`src/rtl/pt_tx_scheduler.sv`:
```
// Payload FIFO plus frame sequencer for the PT2262 encoder (pt_enc).
// Each queued 24-bit word is sent for REPEATS frames, with a reset guard gap between words.
module pt_tx_scheduler #(
    parameter int unsigned DEPTH      = 4,
    parameter int unsigned REPEATS    = 4,
    parameter int unsigned GAP_CYCLES = 32,
    parameter int unsigned TIMEOUT    = 1024,
    localparam int unsigned PAYLOAD_W = 24,
    localparam int unsigned LVL_W     = $clog2(DEPTH) + 1
) (
    input  logic                 clk,
    input  logic                 rst,
    input  logic                 s_valid,
    input  logic [PAYLOAD_W-1:0] s_payload,
    output logic                 s_ready,
    input  logic                 flush,
    input  logic                 enc_done,
    output logic                 enc_rst,
    output logic [PAYLOAD_W-1:0] enc_ad,
    output logic                 busy,
    output logic                 sent_pulse,
    output logic                 timeout_err,
    output logic [LVL_W-1:0]     fifo_level
);

    localparam int unsigned AW      = $clog2(DEPTH);
    localparam int unsigned FRAME_W = 8;
    localparam int unsigned CNT_W   = 16;

    typedef enum logic [1:0] {
        ST_IDLE = 2'd0,
        ST_LOAD = 2'd1,
        ST_SEND = 2'd2,
        ST_GAP  = 2'd3
    } state_t;

    logic [PAYLOAD_W-1:0] r_mem [DEPTH];
    logic [AW-1:0]        r_wr_ptr;
    logic [AW-1:0]        r_rd_ptr;
    logic [LVL_W-1:0]     r_level;

    state_t               r_state;
    state_t               w_state_nxt;
    logic [FRAME_W-1:0]   r_frame_cnt;
    logic [FRAME_W-1:0]   w_frame_nxt;
    logic [FRAME_W-1:0]   w_frame_inc;
    logic [CNT_W-1:0]     r_to_cnt;
    logic [CNT_W-1:0]     w_to_nxt;
    logic [CNT_W-1:0]     r_gap_cnt;
    logic [CNT_W-1:0]     w_gap_nxt;

    logic                 r_enc_rst;
    logic                 w_enc_rst_nxt;
    logic                 r_busy;
    logic                 w_busy_nxt;
    logic                 r_sent;
    logic                 w_sent_nxt;
    logic                 r_terr;
    logic                 w_terr_nxt;
    logic [PAYLOAD_W-1:0] r_enc_ad;

    logic                 w_full;
    logic                 w_push;
    logic                 w_pop;

    // FIFO handshake; flush wins over a concurrent push
    assign w_full  = (r_level == LVL_W'(DEPTH));
    assign s_ready = ~w_full;
    assign w_push  = s_valid & ~w_full & ~flush;

    always_ff @(posedge clk) begin
        if (w_push) begin
            r_mem[r_wr_ptr] <= s_payload;
        end
    end

    always_ff @(posedge clk or posedge rst) begin
        if (rst) begin
            r_wr_ptr <= '0;
            r_rd_ptr <= '0;
            r_level  <= '0;
        end else if (flush) begin
            r_wr_ptr <= '0;
            r_rd_ptr <= '0;
            r_level  <= '0;
        end else begin
            if (w_push) begin
                r_wr_ptr <= r_wr_ptr + AW'(1);
            end
            if (w_pop) begin
                r_rd_ptr <= r_rd_ptr + AW'(1);
            end
            case ({w_push, w_pop})
                2'b10:   r_level <= r_level + LVL_W'(1);
                2'b01:   r_level <= r_level - LVL_W'(1);
                default: r_level <= r_level;
            endcase
        end
    end

    assign w_frame_inc = r_frame_cnt + FRAME_W'(1);

    // Next-state and next-output logic; outputs are registered from these values
    always_comb begin
        w_state_nxt = r_state;
        w_frame_nxt = r_frame_cnt;
        w_to_nxt    = r_to_cnt;
        w_gap_nxt   = r_gap_cnt;
        w_sent_nxt  = 1'b0;
        w_terr_nxt  = r_terr;
        w_pop       = 1'b0;

        case (r_state)
            ST_IDLE: begin
                if (!flush && (r_level != '0)) begin
                    w_pop       = 1'b1;
                    w_state_nxt = ST_LOAD;
                end
            end
            ST_LOAD: begin
                if (flush) begin
                    w_gap_nxt   = '0;
                    w_state_nxt = ST_GAP;
                end else begin
                    w_frame_nxt = '0;
                    w_to_nxt    = '0;
                    w_state_nxt = ST_SEND;
                end
            end
            ST_SEND: begin
                if (flush) begin
                    w_gap_nxt   = '0;
                    w_state_nxt = ST_GAP;
                end else if (enc_done) begin
                    w_frame_nxt = w_frame_inc;
                    w_to_nxt    = '0;
                    if (w_frame_inc == FRAME_W'(REPEATS)) begin
                        w_sent_nxt  = 1'b1;
                        w_gap_nxt   = '0;
                        w_state_nxt = ST_GAP;
                    end
                end else if (r_to_cnt == CNT_W'(TIMEOUT - 1)) begin
                    w_terr_nxt  = 1'b1;
                    w_gap_nxt   = '0;
                    w_state_nxt = ST_GAP;
                end else begin
                    w_to_nxt = r_to_cnt + CNT_W'(1);
                end
            end
            ST_GAP: begin
                if (r_gap_cnt == CNT_W'(GAP_CYCLES - 1)) begin
                    w_state_nxt = ST_IDLE;
                end else begin
                    w_gap_nxt = r_gap_cnt + CNT_W'(1);
                end
            end
            default: begin
                w_state_nxt = ST_IDLE;
            end
        endcase

        w_enc_rst_nxt = (w_state_nxt != ST_SEND);
        w_busy_nxt    = (w_state_nxt != ST_IDLE);
    end

    always_ff @(posedge clk or posedge rst) begin
        if (rst) begin
            r_state     <= ST_IDLE;
            r_frame_cnt <= '0;
            r_to_cnt    <= '0;
            r_gap_cnt   <= '0;
            r_enc_rst   <= 1'b1;
            r_busy      <= 1'b0;
            r_sent      <= 1'b0;
            r_terr      <= 1'b0;
            r_enc_ad    <= '0;
        end else begin
            r_state     <= w_state_nxt;
            r_frame_cnt <= w_frame_nxt;
            r_to_cnt    <= w_to_nxt;
            r_gap_cnt   <= w_gap_nxt;
            r_enc_rst   <= w_enc_rst_nxt;
            r_busy      <= w_busy_nxt;
            r_sent      <= w_sent_nxt;
            r_terr      <= w_terr_nxt;
            if (w_pop) begin
                r_enc_ad <= r_mem[r_rd_ptr];
            end
        end
    end

    assign enc_rst     = r_enc_rst;
    assign enc_ad      = r_enc_ad;
    assign busy        = r_busy;
    assign sent_pulse  = r_sent;
    assign timeout_err = r_terr;
    assign fifo_level  = r_level;

endmodule

```
`config.mk`:
```
export PLATFORM = sky130hd
export DESIGN_NAME = pt_tx_scheduler
export DESIGN_NICKNAME = d
export VERILOG_FILES = /design/src/rtl/pt_tx_scheduler.sv
export SDC_FILE = /design/constraint.sdc
export NUM_CORES = 1
export LEC_CHECK = 0
export ABC_AREA = 1
export BUFFER_PORTS_ARGS = -buffer_cell sky130_fd_sc_hd__buf_2
export CORE_MARGIN = 10
export CORE_UTILIZATION = 60
export DETAILED_ROUTE_END_ITERATION = 6
export PLACE_DENSITY = 0.8
export SLEW_MARGIN = 20
export SYNTH_ARGS = -nofsm -noshare
export SYNTH_HDL_FRONTEND = slang
export SYNTH_SLANG_ARGS = --single-unit
export TNS_END_PERCENT = 5
```
`constraint.sdc`:
```
create_clock -name clk -period 2.74 [get_ports clk]
set_input_delay 0.137 -clock clk [delete_from_list [all_inputs] [get_ports clk]]
set_output_delay 0.137 -clock clk [all_outputs]
set_load 0.02 [all_outputs]
```
Yosys cells after proc, flatten, opt, wreduce, memory -nomap -nowiden
Memory sizes are Yosys's and may differ from the RTL's. A register that Yosys moved wholly into a read port is not among the register bits.
Index checks and enable logic that the tools add are counted.
W data, S select, Z words.

storage, ports and cells
  logic and storage cells = 94
  memories kept = 1
  register bits after elaboration = 53
  input port bits = 29
  output and inout port bits = 32
  RAM bits = 96

memory list
  memory  words  bits a word  rd ports  clocked after memory_dff  wr ports  line  text
  r_mem   4      24           1         1                         1         37    logic [PAYLOAD_W-1:0] r_mem [DEPTH];

cells by class
  bitwise gates (word level) = 5
  equal/unequal tests = 18
  muxes and demuxes = 38
  reduce and logical (&&, ||, !) cells = 14
  add/subtract/negate cells = 7

operators with widths
  cell                     count
  $mux W16                 10
  $pmux W16 S3             1
  $add A16 B1 Y16 const B  2
  $pmux W16 S2             1
  $mux W8                  3
  $mux W2                  10
  $eq A16 B10 Y1 const B   1
  $eq A16 B5 Y1 const B    1
  $pmux W8 S2              1
  $ne A2 B2 Y1 const B     6
  $reduce_and A4 Y1        3
  $mux W1                  9
  $reduce_bool A3 Y1       3
  $add A8 B1 Y8 const B    1
  $eq A8 B3 Y1 const B     1
  $ne A4 B4 Y1 const B     2
  $pmux W2 S4              1
  $reduce_bool A2 Y1       4
  $eq A2 B2 Y1 const B     3
  $pmux W3 S2              1
  $reduce_and A5 Y1        1
  $add A2 B1 Y2 const B    2
  $eq A2 B1 Y1 const B     2
  $add A3 B1 Y3 const B    1
  9 further kinds          12

Depth between registers and ports, before layout
Gate-level depths: netlist (run 1).

  depth in word-level cells = 7
  depth in mapped cells = 13
  depth with buffers taken out = 12

Worst setup path after synthesis (run 1)
OpenSTA, ideal clock, no wires.

  kind = flip-flop to flip-flop
  start point = register r_level[0] (netlist: fifo_level[0])
  end point = memory r_mem[0][0], enable pin
  stages on the path, launching flop included = 7
  data arrival time = 2217 ps
  library setup time = 405 ps
  setup slack = 118 ps
  period minus slack after synthesis = 2622 ps
  required time = 2335 ps
  path buffers = 0
  path through = dfrtp_1 inv_1 nand3_1 nand2_1 nor2_1 inv_1 nor2_1

between the ends
  word-level cells in the longest chain between the ends = 6

ends and longest elaborated chain
  what                           line  text
  start, declared                40    logic [LVL_W-1:0] r_level;
  start signal, assigned         94    2'b10: r_level <= r_level + LVL_W'(1);
  start signal, assigned         95    2'b01: r_level <= r_level - LVL_W'(1);
  start signal, assigned         96    default: r_level <= r_level;
  $eq A3 B3 Y1                   67    assign w_full = (r_level == LVL_W'(DEPTH));
  $not A1 Y1                     -
  net s_ready                    15    output logic s_ready,
  $and A1 B1 Y1 (2 in series)    69    assign w_push = s_valid & ~w_full & ~flush;
  $mux W1                        72    if (w_push) begin
  $mux W1 (not written as such)  73    r_mem[r_wr_ptr] <= s_payload;
  end, declared                  37

The timed path passes the listed nets, and every way through them passes these cells.

Worst setup path in the final report (run 1)
  start point = register r_state[1]
  end point = register r_level[2] (netlist: fifo_level[2])

between the ends
  word-level cells in the longest chain between the ends = 5
  elaborated cells between the ends (all ways) = 7
  those cells by class = eq/ne (2); mux (3); reduce/logical (2)

ends and longest elaborated chain
  what                                          line  text
  start, declared                               42    state_t r_state;
  start signal, assigned                        178   r_state <= w_state_nxt;
  $logic_not A2 Y1 (*)                          113   case (r_state)
  $mux W1 (*)                                   113
  $eq A2 B1 Y1 or $eq A2 B2 Y1 (tied branches)  93    case ({w_push, w_pop})
  $pmux W3 S2                                   93
  $mux W3                                       82    end else if (flush) begin

Every way passes the cells marked *; elsewhere a longest branch is shown, timed or not.
A chain may end at the register's enable or synchronous reset.

==> results of run 1 <==
==> per-layer routing <==
layer | wire length (microns) | GRT usage [%] | vias to the layer above
li1 | - | - | 2804
met1 | 7292 | 24.25 | 2783
met2 | 8681 | 33.56 | 188
met3 | 1031 | 5.150 | 29
met4 | 287 | 6.892 | 0
met5 | 0 | 0 | -
==> sequential cells by signal (all words and copies together) (netlist names), 2 cells and up <==
name         count
fifo_level       3
r_to_cnt        16
r_frame_cnt      8
r_mem           96
r_gap_cnt       16
enc_ad          24
r_wr_ptr         2
r_rd_ptr         2
r_state          2
==> critical path, delay by kind of cell, from the launching register on <==
family / cells / cell delay (ns)
flip-flops: 1 / 0.41
AND/OR/NAND/NOR: 5 / 0.94
adder cells (fa/ha/maj): 1 / 0.24
XOR/XNOR: 2 / 0.40
==> power by group through the flow <==
| stage | logic, uW | clock network (uW) | registers, uW |
|---|---|---|---|
| 2_1_floorplan | 879 | 0 | 3550 |
| 3_3_place_gp | 1290 | 0 | 3490 |
| 3_5_place_dp | 1340 | 0 | 3510 |
| 4_1_cts | 1390 | 2450 | 3460 |
| 5_1_grt | 1550 | 2570 | 3520 |
| 6_report | 1370 | 2430 | 3470 |
==> stage by stage <==
step | setup slack (ns) | area, sq um | util, % | hold slack (ns)
after floorplan | 0.1185 | 7747 | - | 0.2359
after global placement | 0.8474 | 8254 | 65.41 | 0.1180
after detailed placement | 0.6982 | 8254 | 65.41 | 0.1299
after CTS | 0.6775 | 9095 | 72.07 | 0.07232
after global routing | 0.5273 | 9095 | 72.07 | 0.1118
final | 0.6979 | 9095 | 72.07 | 0.08994
==> worst max path at each step <==
stage / endpoint / cells after the start / start / slack (ns)
6_report: fifo_level[2]$_DFFE_PP0P_ / 8 / r_state[1]$_DFF_PP0_ / 0.70
5_1_grt: enc_ad[1]$_DFFE_PP0P_ / 6 / r_state[1]$_DFF_PP0_ / 0.53
4_1_cts: fifo_level[2]$_DFFE_PP0P_ / 8 / r_state[1]$_DFF_PP0_ / 0.68
3_5_place_dp: fifo_level[2]$_DFFE_PP0P_ / 8 / r_state[1]$_DFF_PP0_ / 0.70
3_3_place_gp: enc_ad[2]$_DFFE_PP0P_ / 6 / r_state[1]$_DFF_PP0_ / 0.85
2_1_floorplan: r_mem[0][0]$_DFFE_PP_ / 6 / fifo_level[0]$_DFFE_PP0P_ / 0.12
==> timing repair <==
action,in CTS,in global routing
hold buffers,25,0
setup buffers,0,0
endpoints found under the hold margin,112,0
==> kinds of logic (layout without fill, tap and decap cells) <==
| kind of cell | after synthesis | after routing | share of synthesized area [%] |
|---|---|---|---|
| buffers and inverters | 84 | 184 | 4.425 |
| xor gates and xnor gates | 12 | 12 | 1.357 |
| and+or+nand+nor | 388 | 388 | 22.58 |
| AOI/OAI and AO/OA | 111 | 111 | 7.994 |
| adders and majority gates | 9 | 9 | 1.550 |
| DFF | 173 | 173 | 62.10 |
==> cells in the final DEF (no fill, tap or decap), types with 11 or more instances in the layout <==
cell type and n:
sky130_fd_sc_hd__edfxtp_1 96, sky130_fd_sc_hd__a31oi_1 24, sky130_fd_sc_hd__dfrtp_1 75, sky130_fd_sc_hd__nor3_1 11, sky130_fd_sc_hd__xor2_1 11, sky130_fd_sc_hd__nand2_2 13
sky130_fd_sc_hd__clkbuf_16 17, sky130_fd_sc_hd__o21ai_0 68, sky130_fd_sc_hd__nand4_1 17, sky130_fd_sc_hd__nand3_1 51, sky130_fd_sc_hd__dlygate4sd3_1 25, sky130_fd_sc_hd__nand2_1 111
sky130_fd_sc_hd__buf_2 60, sky130_fd_sc_hd__inv_1 43, sky130_fd_sc_hd__nor2_1 164
==> cell type report <==
class	instances	area (sq um)	share of cell area (%)
Sequential cell	173	4812	52.91
Clock buffer	20	456.7	5.021
Multi-Input combinational cell	520	2604	28.63
Clock inverter	12	133.9	1.472
Timing Repair Buffer	97	665.6	7.319
Inverter	55	207.7	2.284
Tap cell	172	215.2	2.366
==> impl_table.tex, run 1 <==
\begin{tabular}{lr}
\hline
Metric & Value \\
\hline
\multicolumn{2}{l}{\textbf{Floorplanning}} \\
\quad Die span in y & 133.6 microns \\
\quad Initial cell density of the core & 61.39\% \\
\quad Row count & 41 \\
\quad Die outline area & 17860 sq um \\
\quad Boundary Pins & 61 \\
\quad Core region area & 12620 sq um \\
\quad Floorplan die width & 133.6 microns \\
\multicolumn{2}{l}{\textbf{Timing}} \\
\quad Period utilisation layout & 74.53\% \\
\quad Endpoints failing hold & 0 \\
\quad Worst slew margin & 41.86\% \\
\quad Final-report max-slew violation count & 0 \\
\quad Number of setup violations in the final report & 0 \\
\quad Final setup skew & 0.007793 ns \\
\quad Maximum operating frequency & 489.7 MHz \\
\quad Unrepaired setup endpoints after global routing & false \\
\quad Final worst path period need & 2.042 ns \\
\quad Fin Setup TNS & 0 ns \\
\quad Tightest Pin Transition & 0.8712 ns \\
\multicolumn{2}{l}{\textbf{Power and ir drop}} \\
\quad Clock power frac & 33.4\% \\
\quad Part of the total power dissipated in combinational logic & 18.9\% \\
\quad Internal power & 5039 uW \\
\quad IR Drop Worst-Case VDD & 0.6048 mV \\
\quad Switch share & 30.73\% \\
\quad Total power after layout & 7275 uW \\
\quad Sequential share of power & 47.7\% \\
\quad Power Density & 799.9 nW/um\^{}2 \\
\quad Net Sw Power & 2236 uW \\
\quad Leakage Power & 0.003790 uW \\
\multicolumn{2}{l}{\textbf{Route}} \\
\quad Number of optimization iterations in the first detailed-route pass & 5 \\
\quad Initial DRC count & 585 \\
\quad Ratio of routed vias to standard cells & 5.533 \\
\quad Detailed-route via count & 5804 \\
\quad Routed Antenna Nets & 0 \\
\quad Total wire length after detailed routing & 17.29 mm \\
\quad DRC violations left & 0 \\
\quad Mean routed wirelength per cell & 16.48 microns \\
\multicolumn{2}{l}{\textbf{Job}} \\
\quad Max-cap violations & 0 \\
\multicolumn{2}{l}{\textbf{Clocking}} \\
\quad CTS max path bufs & 2 \\
\quad Num Clock Sinks & 173 \\
\quad Number of buffers added by the clock tree synthesis step & 17 \\
\quad Clock root buffer & sky130\_fd\_sc\_hd\_\_clkbuf\_16 \\
\quad H-tree levels & 4 \\
\quad Clock-pin slew reported for the worst setup and hold paths after clock tree synthesis & 0.06 ns \\
\quad Number of gates resized after cts & 0 \\
\quad Clock latency of the later-clocked register in the worst-skew pair & 0.44 ns \\
\quad Clock tree from TritonCTS & built \\
\multicolumn{2}{l}{\textbf{Logic synthesis}} \\
\quad Cell area after synthesis & 7747 sq um \\
\quad Synthesis Warnings & 0 \\
\quad Leading register cell type out of synthesis & sky130\_fd\_sc\_hd\_\_edfxtp\_1 \\
\quad Share of the synthesized area in the top cell type & 37.21\% \\
\quad Total of flip-flops plus latches after synthesis & 173 \\
\quad Synth top area cells & sky130\_fd\_sc\_hd\_\_edfxtp\_1 37\%, sky130\_fd\_sc\_hd\_\_dfrtp\_1 25\%, sky130\_fd\_sc\_hd\_\_nor2\_1 8.1\%, sky130\_fd\_sc\_hd\_\_nand2\_1 5.4\%, sky130\_fd\_sc\_hd\_\_o21ai\_0 4.4\% \\
\quad Number of flops mapped to enable cells by yosys & 96 \\
\quad Sequential cell area fraction in the yosys report & 62.10\% \\
\quad Largest area contributor in the netlist & sky130\_fd\_sc\_hd\_\_edfxtp\_1 \\
\quad Async S/R FF share, synth & 44.51\% \\
\quad Number of nets in the synthesized netlist & 815 \\
\quad Commonest cells in the synthesized netlist & 168 x sky130\_fd\_sc\_hd\_\_nor2\_1, 111 x sky130\_fd\_sc\_hd\_\_nand2\_1, 96 x sky130\_fd\_sc\_hd\_\_edfxtp\_1 \\
\quad Gate count of the mapped netlist & 777 \\
\quad Average size of a mapped cell & 9.971 sq um \\
\quad Count leader, synth & sky130\_fd\_sc\_hd\_\_nor2\_1 \\
\quad Distinct cell type count after synthesis & 39 \\
\multicolumn{2}{l}{\textbf{Worst setup path}} \\
\quad CP Capture Type & flip-flop \\
\quad FF-to-FF End & fifo\_level[2]\$\_DFFE\_PP0P\_ \\
\quad Start-to-end type of the worst setup path & flip-flop to flip-flop \\
\quad Critical-path maximum fanout & 7 \\
\quad Critical path launch point type & flip-flop \\
\quad Launch instance of the worst register-to-register path & r\_state[1]\$\_DFF\_PP0\_ \\
\quad CP peak stage delay & 0.41 ns \\
\quad Reg-to-reg setup timing slack & 0.70 ns \\
\quad Highest-delay cell along the critical path & sky130\_fd\_sc\_hd\_\_dfrtp\_1 \\
\quad Required time of the critical path & 3.12 ns \\
\quad List of cells traversed by the critical path & nor2\_1 -> nand3\_1 -> nor2\_1 -> fa\_1 -> xor2\_1 -> xor2\_1 -> nand3\_1 -> nand2\_1 \\
\quad Arrival time of data at the critical path endpoint & 2.42 ns \\
\quad Depth of the most critical reg-to-reg path & 8 \\
\multicolumn{2}{l}{\textbf{Global routing}} \\
\quad Total global-route track usage & 19.91\% \\
\quad Antenna violations before repair & 0 \\
\quad Total congestion overflow & 0 \\
\quad First-pass GRT wire length & 28.66 mm \\
\quad Number of global-route vias before repair & 5749 \\
\quad Pin count of the biggest net entering global routing & 62 \\
\multicolumn{2}{l}{\textbf{Worst hold path}} \\
\quad Worst hold start & s\_valid \\
\quad Hold path depth & 4 \\
\quad Path category of the worst min-delay check & input port to flip-flop \\
\quad Endpoint of the worst hold-timing path & r\_wr\_ptr[1]\$\_DFFE\_PP0P\_ \\
\multicolumn{2}{l}{\textbf{Cells and area}} \\
\quad Non-filler cells, final & 1049 \\
\quad Layout area overhead & 17.39\% \\
\quad Count of filler cells inserted in the layout & 874 \\
\quad Nets@finish & 902 \\
\quad Number of antenna diodes & 0 \\
\quad Fraction of layout cells with a size suffix above 1 & 17.10\% \\
\multicolumn{2}{l}{\textbf{Placed design}} \\
\quad Half-perimeter wire length of the detailed placement result & 10.83 mm \\
\quad Port Buffer Count & 60 \\
\quad Number of placed instances with taps included & 992 \\
\quad Final estimated routing congestion in global placement & 0.8694 \\
\multicolumn{2}{l}{\textbf{Status}} \\
\quad Status & finished clean \\
\hline
\end{tabular}
No activity file was read; power rests on OpenSTA's default activity.
==> inputs of run 2 (changes only) <==
- clock period: 2.74 -> 2 ns (I/O delays scaled with it)
==> impl_table.tex, run 2 (synthesis gave the netlist of run 1 again) <==
\begin{tabular}{lr}
\hline
Metric & Value \\
\hline
\multicolumn{2}{l}{\textbf{Worst setup path}} \\
\quad Required time of the critical path & 2.31 ns (-0.81 ns) \\
\quad Critical-path maximum fanout & 19 (+12) \\
\quad CP Capture Type & flip-flop \\
\quad Reg-to-reg setup timing slack & 0.16 ns (-0.54 ns) \\
\quad Start-to-end type of the worst setup path & flip-flop to flip-flop \\
\quad Arrival time of data at the critical path endpoint & 2.15 ns (-0.27 ns) \\
\quad Critical path launch point type & flip-flop \\
\multicolumn{2}{l}{\textbf{Route}} \\
\quad Total wire length after detailed routing & 17.28 mm (about the same) \\
\quad DRC violations left & 0 (unchanged) \\
\quad Initial DRC count & 551 (-5.8\%) \\
\quad Mean routed wirelength per cell & 16.37 microns (-0.71\%) \\
\quad Number of optimization iterations in the first detailed-route pass & 5 (unchanged) \\
\quad Ratio of routed vias to standard cells & 5.615 (+1.5\%) \\
\quad Routed Antenna Nets & 0 (unchanged) \\
\quad Detailed-route via count & 5929 (+2.2\%) \\
\multicolumn{2}{l}{\textbf{Clocking}} \\
\quad Clock latency of the later-clocked register in the worst-skew pair & 0.43 ns (about the same) \\
\quad Clock-pin slew reported for the worst setup and hold paths after clock tree synthesis & 0.06 ns (about the same) \\
\quad Number of buffers added by the clock tree synthesis step & 17 (unchanged) \\
\quad Num Clock Sinks & 173 (unchanged) \\
\quad Clock tree from TritonCTS & built \\
\quad Clock root buffer & sky130\_fd\_sc\_hd\_\_clkbuf\_16 \\
\quad CTS max path bufs & 2 (unchanged) \\
\quad H-tree levels & 4 (unchanged) \\
\multicolumn{2}{l}{\textbf{Timing}} \\
\quad Maximum operating frequency & 542.2 MHz (+11\%) \\
\quad Post-route worst setup slack & 0.1558 ns (-0.5421 ns) \\
\quad Endpoints failing hold & 0 (unchanged) \\
\quad Worst slew margin & 71.00\% (+29 points) \\
\quad Fin Setup TNS & 0 ns (unchanged) \\
\quad Period utilisation layout & 92.21\% (+18 points) \\
\quad Tightest Pin Transition & 0.4350 ns (-0.4362 ns) \\
\quad Unrepaired setup endpoints after global routing & false \\
\quad Final setup skew & 0.01096 ns (+0.003163 ns) \\
\quad Number of setup violations in the final report & 0 (unchanged) \\
\quad Final-report max-slew violation count & 0 (unchanged) \\
\quad Final worst path period need & 1.844 ns (-0.1979 ns) \\
\multicolumn{2}{l}{\textbf{Global routing}} \\
\quad Pin count of the biggest net entering global routing & 78 (+26\%) \\
\quad First-pass GRT wire length & 28.87 mm (+0.75\%) \\
\quad Number of global-route vias before repair & 5967 (+3.8\%) \\
\quad Antenna violations before repair & 0 (unchanged) \\
\quad Total congestion overflow & 0 (unchanged) \\
\quad Total global-route track usage & 19.91\% (about the same) \\
\multicolumn{2}{l}{\textbf{Floorplanning}} \\
\quad Row count & 41 (unchanged) \\
\quad Floorplan die width & 133.6 microns (unchanged) \\
\quad Die span in y & 133.6 microns (unchanged) \\
\quad Core region area & 12620 sq um (unchanged) \\
\quad Die outline area & 17860 sq um (unchanged) \\
\quad Initial cell density of the core & 61.39\% (unchanged) \\
\quad Boundary Pins & 61 (unchanged) \\
\multicolumn{2}{l}{\textbf{Cells and area}} \\
\quad Non-filler cells, final & 1056 (+0.67\%) \\
\quad Number of flip-flops in the largest register & 96 (unchanged) \\
\quad Most flop-heavy register & r\_mem \\
\quad Number of antenna diodes & 0 (unchanged) \\
\quad Leading cell type in the layout, fill and taps excluded & sky130\_fd\_sc\_hd\_\_nor2\_1 \\
\quad Final cell utilization of the core & 73.47\% (+1.4 points) \\
\quad Layout area overhead & 19.67\% \\
\quad Nets@finish & 910 (+0.89\%) \\
\quad Most frequent cells in the layout & 163 x sky130\_fd\_sc\_hd\_\_nor2\_1, 111 x sky130\_fd\_sc\_hd\_\_nand2\_1, 96 x sky130\_fd\_sc\_hd\_\_edfxtp\_1 \\
\quad Fraction of layout cells with a size suffix above 1 & 18.33\% (+1.2 points) \\
\multicolumn{2}{l}{\textbf{Power and ir drop}} \\
\quad Power Density & 1089 nW/um\^{}2 (+36\%) \\
\quad IR Drop Worst-Case VDD & 0.8206 mV (+36\%) \\
\quad Leakage Power & 0.003842 uW (+1.4\%) \\
\quad Total power after layout & 10090 uW (+39\%) \\
\multicolumn{2}{l}{\textbf{Placed design}} \\
\quad Port Buffer Count & 60 (unchanged) \\
\quad Final estimated routing congestion in global placement & 0.9390 (+8.0\%) \\
\quad Pre-CTS setup slack & -0.002080 ns (-0.7002 ns) \\
\quad Half-perimeter wire length of the detailed placement result & 10.77 mm (-0.58\%) \\
\quad Number of placed instances with taps included & 997 (+0.50\%) \\
\multicolumn{2}{l}{\textbf{Status}} \\
\quad Status & finished clean \\
\multicolumn{2}{l}{\textbf{Worst hold path}} \\
\quad Path category of the worst min-delay check & input port to flip-flop \\
\multicolumn{2}{l}{\textbf{Job}} \\
\quad Max-cap violations & 0 (unchanged) \\
\hline
\end{tabular}
run 2: metrics by stage:
| step | area, sq um | hold WS [ns] |
|---|---|---|
| after CTS | 9245 | 0.07649 |
| after global placement | 8383 | 0.2496 |
| final | 9271 | 0.09187 |
| after detailed placement | 8383 | 0.2507 |
| after floorplan | 7787 | 0.1989 |
| after global routing | 9271 | 0.1227 |
run 2: where the power goes:
group | internal (uW) | switching (uW)
Sequential | 4280 | 485
Combinational | 756 | 1220
Clock | 2010 | 1350
Total | 7040 | 3050
run 2: final cells by class:
cell class / count / area (sq um)
sequential: 173 / 4815
clock inverter: 12 / 161.4
tap: 172 / 215.2
multi-input combinational: 520 / 2639
clock buffer: 19 / 442.9
timing repair buffer: 105 / 788.3
inverter: 55 / 210.2
fill: 860 / 3348
run 2: layer usage:
metal	GRT usage [%]	part of all wire [%]
met5	0	0
met4	7.437	1.5
met3	4.962	5.8
met2	33.76	51
met1	23.99	41
run 2: worst max-delay path, cell delays in order, from the launching register on:
cell                      delay [ns]
sky130_fd_sc_hd__dfrtp_1        0.42
sky130_fd_sc_hd__ha_1           0.25
sky130_fd_sc_hd__nand2_1        0.10
sky130_fd_sc_hd__inv_2          0.07
sky130_fd_sc_hd__nor2_1         0.13
sky130_fd_sc_hd__nand3_1        0.09
sky130_fd_sc_hd__nor2_1         0.10
sky130_fd_sc_hd__nand3_1        0.14
sky130_fd_sc_hd__nand2_4        0.15
sky130_fd_sc_hd__nand2_8        0.13
sky130_fd_sc_hd__nand2_1        0.08
sky130_fd_sc_hd__nand2_1        0.06
run 2: repair_timing:
action | CTS | global route
hold endpoints to repair | 172 | 0
resized for setup | 1 | 2
pin swaps | 0 | 2
setup endpoints to repair | 7 | 19
setup buffers | 0 | 3
hold buffers | 25 | 0
run 2: worst paths after layout:
path / cells past startpoint / startpoint / to
min reg2reg: 1 / timeout_err$_DFFE_PP0P_ / timeout_err$_DFFE_PP0P_
min in group asynchronous: 4 / rst / r_gap_cnt[9]$_DFFE_PP0P_
max: 11 / r_frame_cnt[0]$_DFFE_PP0P_ / r_gap_cnt[14]$_DFFE_PP0P_
min: 4 / enc_done / r_to_cnt[15]$_DFFE_PP0P_
max in group asynchronous: 4 / rst / enc_rst$_DFF_PP1_
max reg2reg: 11 / r_frame_cnt[0]$_DFFE_PP0P_ / r_gap_cnt[14]$_DFFE_PP0P_
==> inputs of run 3 (changes only) <==
- ABC_AREA: 1 -> unset
==> impl_table.tex, run 3 <==
\begin{tabular}{lr}
\hline
Metric & Value \\
\hline
\multicolumn{2}{l}{\textbf{Worst setup path}} \\
\quad Start-to-end type of the worst setup path & flip-flop to flip-flop \\
\quad Most used cell, CP & sky130\_fd\_sc\_hd\_\_buf\_6 \\
\quad CP peak stage delay & 0.36 ns (-0.06 ns) \\
\quad CP Capture Point & r\_gap\_cnt[4]\$\_DFFE\_PP0P\_ \\
\quad Critical-path maximum fanout & 7 (-12) \\
\quad Beginning of the critical path & r\_to\_cnt[1]\$\_DFFE\_PP0P\_ \\
\quad Arrival time of data at the critical path endpoint & 2.33 ns (+0.18 ns) \\
\quad Highest-delay cell along the critical path & sky130\_fd\_sc\_hd\_\_dfrtp\_1 \\
\quad CP Capture Type & flip-flop \\
\quad Required time of the critical path & 2.31 ns (about the same) \\
\quad FF-to-FF End & r\_gap\_cnt[4]\$\_DFFE\_PP0P\_ \\
\quad Critical path launch point type & flip-flop \\
\quad Reg-to-reg setup timing slack & -0.02 ns (-0.18 ns) \\
\quad Depth of the most critical reg-to-reg path & 9 (-2) \\
\quad List of cells traversed by the critical path & ha\_2 -> and4bb\_2 -> nand4bb\_4 -> and2\_4 -> buf\_6 -> a2111oi\_4 -> buf\_6 -> buf\_4 -> o22ai\_1 \\
\quad Launch instance of the worst register-to-register path & r\_to\_cnt[1]\$\_DFFE\_PP0P\_ \\
\multicolumn{2}{l}{\textbf{Route}} \\
\quad Initial DRC count & 498 (-9.6\%) \\
\quad Mean routed wirelength per cell & 19.16 microns (+17\%) \\
\quad DRC violations left & 0 (unchanged) \\
\quad Routed Antenna Nets & 0 (unchanged) \\
\quad Total wire length after detailed routing & 16.85 mm (-2.5\%) \\
\quad Number of optimization iterations in the first detailed-route pass & 7 (+2) \\
\quad Ratio of routed vias to standard cells & 5.852 (+4.2\%) \\
\quad Detailed-route via count & 5144 (-13\%) \\
\multicolumn{2}{l}{\textbf{Cells and area}} \\
\quad Most flop-heavy register & r\_mem \\
\quad Number of flip-flops in the largest register & 96 (unchanged) \\
\quad Count of filler cells inserted in the layout & 737 (-14\%) \\
\quad Layout area overhead & 24.07\% \\
\quad Nets@finish & 736 (-19\%) \\
\quad Most frequent cells in the layout & 114 x sky130\_fd\_sc\_hd\_\_nand2\_1, 96 x sky130\_fd\_sc\_hd\_\_edfxtp\_1, 71 x sky130\_fd\_sc\_hd\_\_dfrtp\_1 \\
\quad Number of antenna diodes & 0 (unchanged) \\
\quad Leading cell type in the layout, fill and taps excluded & sky130\_fd\_sc\_hd\_\_nand2\_1 \\
\quad Fraction of layout cells with a size suffix above 1 & 28.41\% (+10 points) \\
\multicolumn{2}{l}{\textbf{Placed design}} \\
\quad Final estimated routing congestion in global placement & 0.8920 (-5.0\%) \\
\quad Port Buffer Count & 60 (unchanged) \\
\quad Pre-CTS setup slack & -0.1244 ns (-0.1223 ns) \\
\quad Half-perimeter wire length of the detailed placement result & 10.61 mm (-1.5\%) \\
\multicolumn{2}{l}{\textbf{Global routing}} \\
\quad Total global-route track usage & 19.94\% (+0.031 points) \\
\quad Number of global-route vias before repair & 5278 (-12\%) \\
\quad First-pass GRT wire length & 27.68 mm (-4.1\%) \\
\quad Total congestion overflow & 0 (unchanged) \\
\quad Antenna violations before repair & 0 (unchanged) \\
\quad Pin count of the biggest net entering global routing & 39 (-50\%) \\
\multicolumn{2}{l}{\textbf{Logic synthesis}} \\
\quad Largest area contributor in the netlist & sky130\_fd\_sc\_hd\_\_edfxtp\_1 \\
\quad Compound-Gate Fraction of Synth Area & 7.061\% (-0.93 points) \\
\quad Count leader, synth & sky130\_fd\_sc\_hd\_\_nand2\_1 \\
\quad Portion of netlist area occupied by mux cells & 8.963\% (+9.0 points) \\
\quad Commonest cells in the synthesized netlist & 115 x sky130\_fd\_sc\_hd\_\_nand2\_1, 96 x sky130\_fd\_sc\_hd\_\_edfxtp\_1, 76 x sky130\_fd\_sc\_hd\_\_dfrtp\_1 \\
\quad Area share of and/or/nand/nor cells after synthesis & 15.21\% (-7.4 points) \\
\quad Xor and xnor fraction of the mapped netlist area & 1.052\% (-0.31 points) \\
\quad Adder-cell share of the synthesized area & 1.602\% (+0.052 points) \\
\quad Gate count of the mapped netlist & 564 (-27\%) \\
\quad Async S/R FF share, synth & 44.51\% (unchanged) \\
\quad Total of flip-flops plus latches after synthesis & 173 (unchanged) \\
\quad Synth top area cells & sky130\_fd\_sc\_hd\_\_edfxtp\_1 38\%, sky130\_fd\_sc\_hd\_\_dfrtp\_1 25\%, sky130\_fd\_sc\_hd\_\_mux4\_2 7.2\%, sky130\_fd\_sc\_hd\_\_nand2\_1 5.8\%, sky130\_fd\_sc\_hd\_\_mux2i\_1 1.6\% \\
\quad Distinct cell type count after synthesis & 69 (+77\%) \\
\quad Number of flops mapped to enable cells by yosys & 96 (unchanged) \\
\quad Dominant combinational cell family by area after synthesis & simple AND/OR/NAND/NOR gates \\
\quad Average size of a mapped cell & 13.29 sq um (+33\%) \\
\quad Number of nets in the synthesized netlist & 602 (-26\%) \\
\quad Cell area after synthesis & 7496 sq um (-3.2\%) \\
\quad Synthesis Warnings & 0 (unchanged) \\
\quad Share of the synthesized area in the top cell type & 38.46\% (+1.2 points) \\
\quad Sequential cell area fraction in the yosys report & 64.18\% (+2.1 points) \\
\quad Leading register cell type out of synthesis & sky130\_fd\_sc\_hd\_\_edfxtp\_1 \\
\multicolumn{2}{l}{\textbf{Clocking}} \\
\quad H-tree levels & 4 (unchanged) \\
\quad Clock tree from TritonCTS & built \\
\quad Num Clock Sinks & 173 (unchanged) \\
\quad CTS max path bufs & 2 (unchanged) \\
\quad Clock latency of the later-clocked register in the worst-skew pair & 0.43 ns (about the same) \\
\quad Clock root buffer & sky130\_fd\_sc\_hd\_\_clkbuf\_16 \\
\quad Number of buffers added by the clock tree synthesis step & 17 (unchanged) \\
\quad Clock-pin slew reported for the worst setup and hold paths after clock tree synthesis & 0.07 ns (about the same) \\
\multicolumn{2}{l}{\textbf{Power and ir drop}} \\
\quad Leakage Power & 0.003921 uW (+2.1\%) \\
\quad IR Drop Worst-Case VDD & 0.8414 mV (+2.5\%) \\
\quad Clock power frac & 34.7\% (+1.5 points) \\
\quad Total power after layout & 9428 uW (-6.6\%) \\
\quad Switch share & 28.35\% (-1.9 points) \\
\quad Sequential share of power & 47.9\% (+0.7 points) \\
\quad Net Sw Power & 2673 uW (-12\%) \\
\quad Part of the total power dissipated in combinational logic & 17.4\% (-2.2 points) \\
\quad Internal power & 6755 uW (-4.1\%) \\
\quad Power Density & 1014 nW/um\^{}2 (-6.9\%) \\
\multicolumn{2}{l}{\textbf{Worst hold path}} \\
\quad Path category of the worst min-delay check & input port to flip-flop \\
\quad Worst hold start & flush \\
\quad Hold path depth & 3 (-1) \\
\multicolumn{2}{l}{\textbf{Floorplanning}} \\
\quad Initial cell density of the core & 61.89\% (+0.50 points) \\
\quad Die outline area & 17360 sq um (-2.8\%) \\
\quad Core region area & 12110 sq um (-4.0\%) \\
\quad Row count & 40 (-2.4\%) \\
\quad Floorplan die width & 131.8 microns (-1.4\%) \\
\quad Boundary Pins & 61 (unchanged) \\
\quad Die span in y & 131.8 microns (-1.4\%) \\
\multicolumn{2}{l}{\textbf{Timing}} \\
\quad Number of setup violations in the final report & 7 (+7) \\
\quad Final-report max-slew violation count & 0 (unchanged) \\
\quad Post-route worst setup slack & -0.02423 ns (-0.1800 ns) \\
\quad Endpoints failing hold & 0 (unchanged) \\
\quad Maximum operating frequency & 494.0 MHz (-8.9\%) \\
\quad Worst slew margin & 53.56\% (-17 points) \\
\quad Final worst path period need & 2.024 ns (+0.1800 ns) \\
\quad Final setup skew & 0.007529 ns (-0.003427 ns) \\
\quad Unrepaired setup endpoints after global routing & true \\
\quad Tightest Pin Transition & 0.6966 ns (+0.2617 ns) \\
\quad Period utilisation layout & 101.2\% (+9.0 points) \\
\multicolumn{2}{l}{\textbf{Status}} \\
\quad Failing checks & setup timing \\
\quad Status & finished with violations \\
\multicolumn{2}{l}{\textbf{Job}} \\
\quad Max-cap violations & 0 (unchanged) \\
\hline
\end{tabular}
==> run 3: cell types whose count changed after synthesis, sizes merged, moves of 8 or more <==
cell	change
nand2	-11
and2	+9
a31oi	-19
or2	+9
a21o	+8
nand3	-26
nor2	-156
o21ai	-53
mux4	+24
inv	-43
mux2i	+12
==> run 3: cell families (layout without fill, tap and decap cells) <==
logic type,count (synthesis),in the layout
AOI/OAI and AO/OA,73,73
xor gates and xnor gates,9,9
adders and majority gates,9,9
buffers and inverters,35,182
DFF,173,173
muxes,37,37
and+or+nand+nor,228,228
==> run 3: how the worst min path moves through the flow <==
stage / to
floorplan: r_mem[0][0]$_DFFE_PP_
global placement: enc_ad[7]$_DFFE_PP0P_
detailed placement: enc_ad[11]$_DFFE_PP0P_
CTS: r_wr_ptr[1]$_DFFE_PP0P_
global route: r_wr_ptr[1]$_DFFE_PP0P_
finish: r_wr_ptr[1]$_DFFE_PP0P_
==> run 3: power groups by stage <==
stage	clock [uW]	sequential [uW]	combinational (uW)
after global routing	3460	4560	1820
final	3280	4510	1640
after detailed placement	0	4540	1480
after floorplan	0	4630	804
after global placement	0	4520	1420
after CTS	3310	4500	1600
==> run 3: through the flow <==
| step | utilization (%) | setup TNS, ns | hold slack (ns) | area, sq um | instances |
|---|---|---|---|---|---|
| finish | 76.79 | -0.1151 | 0.08260 | 9300 | 879 |
| global route | 76.79 | -1.043 | 0.08366 | 9300 | 879 |
| CTS | 76.18 | -0.07749 | 0.05295 | 9226 | 876 |
| detailed placement | 68.56 | -0.8454 | 0.1892 | 8304 | 814 |
| global placement | 68.56 | -0.02460 | 0.1782 | 8304 | 814 |
| floorplan | - | -0.4352 | 0.1989 | 7513 | 564 |
==> run 3: metal layers <==
layer	part of all wire [%]	GRT usage, %
met5	0	0
met4	2.0	6.613
met3	5.1	5.450
met2	52	34.54
met1	40	23.49
==> run 3: critical path: cells and delay by family, from the launching register on <==
family                     cells  cell delay [ns]
buffers and inverters          3             0.40
DFF                            1             0.36
AOI/OAI and AO/OA              2             0.38
adders and majority gates      1             0.18
and+or+nand+nor                3             0.57
==> run 3: layout make-up <==
type / instances / area, sq um / share of cell area (%)
flip-flops and latches: 173 / 4817 / 51.80
multi-input cells: 356 / 2639 / 28.37
repair buffers: 139 / 1002 / 10.78
clock buffers: 18 / 429.2 / 4.615
well taps: 168 / 210.2 / 2.260
clock inverters: 14 / 157.7 / 1.695
inverters: 11 / 45.04 / 0.4843
==> run 3: timing repair <==
action	4_1_cts	5_1_grt
pin swaps	9	10
resized for setup	11	10
hold buffers	26	0
hold endpoints to repair	118	0
buffers inserted	4	3
setup endpoints to repair	17	47
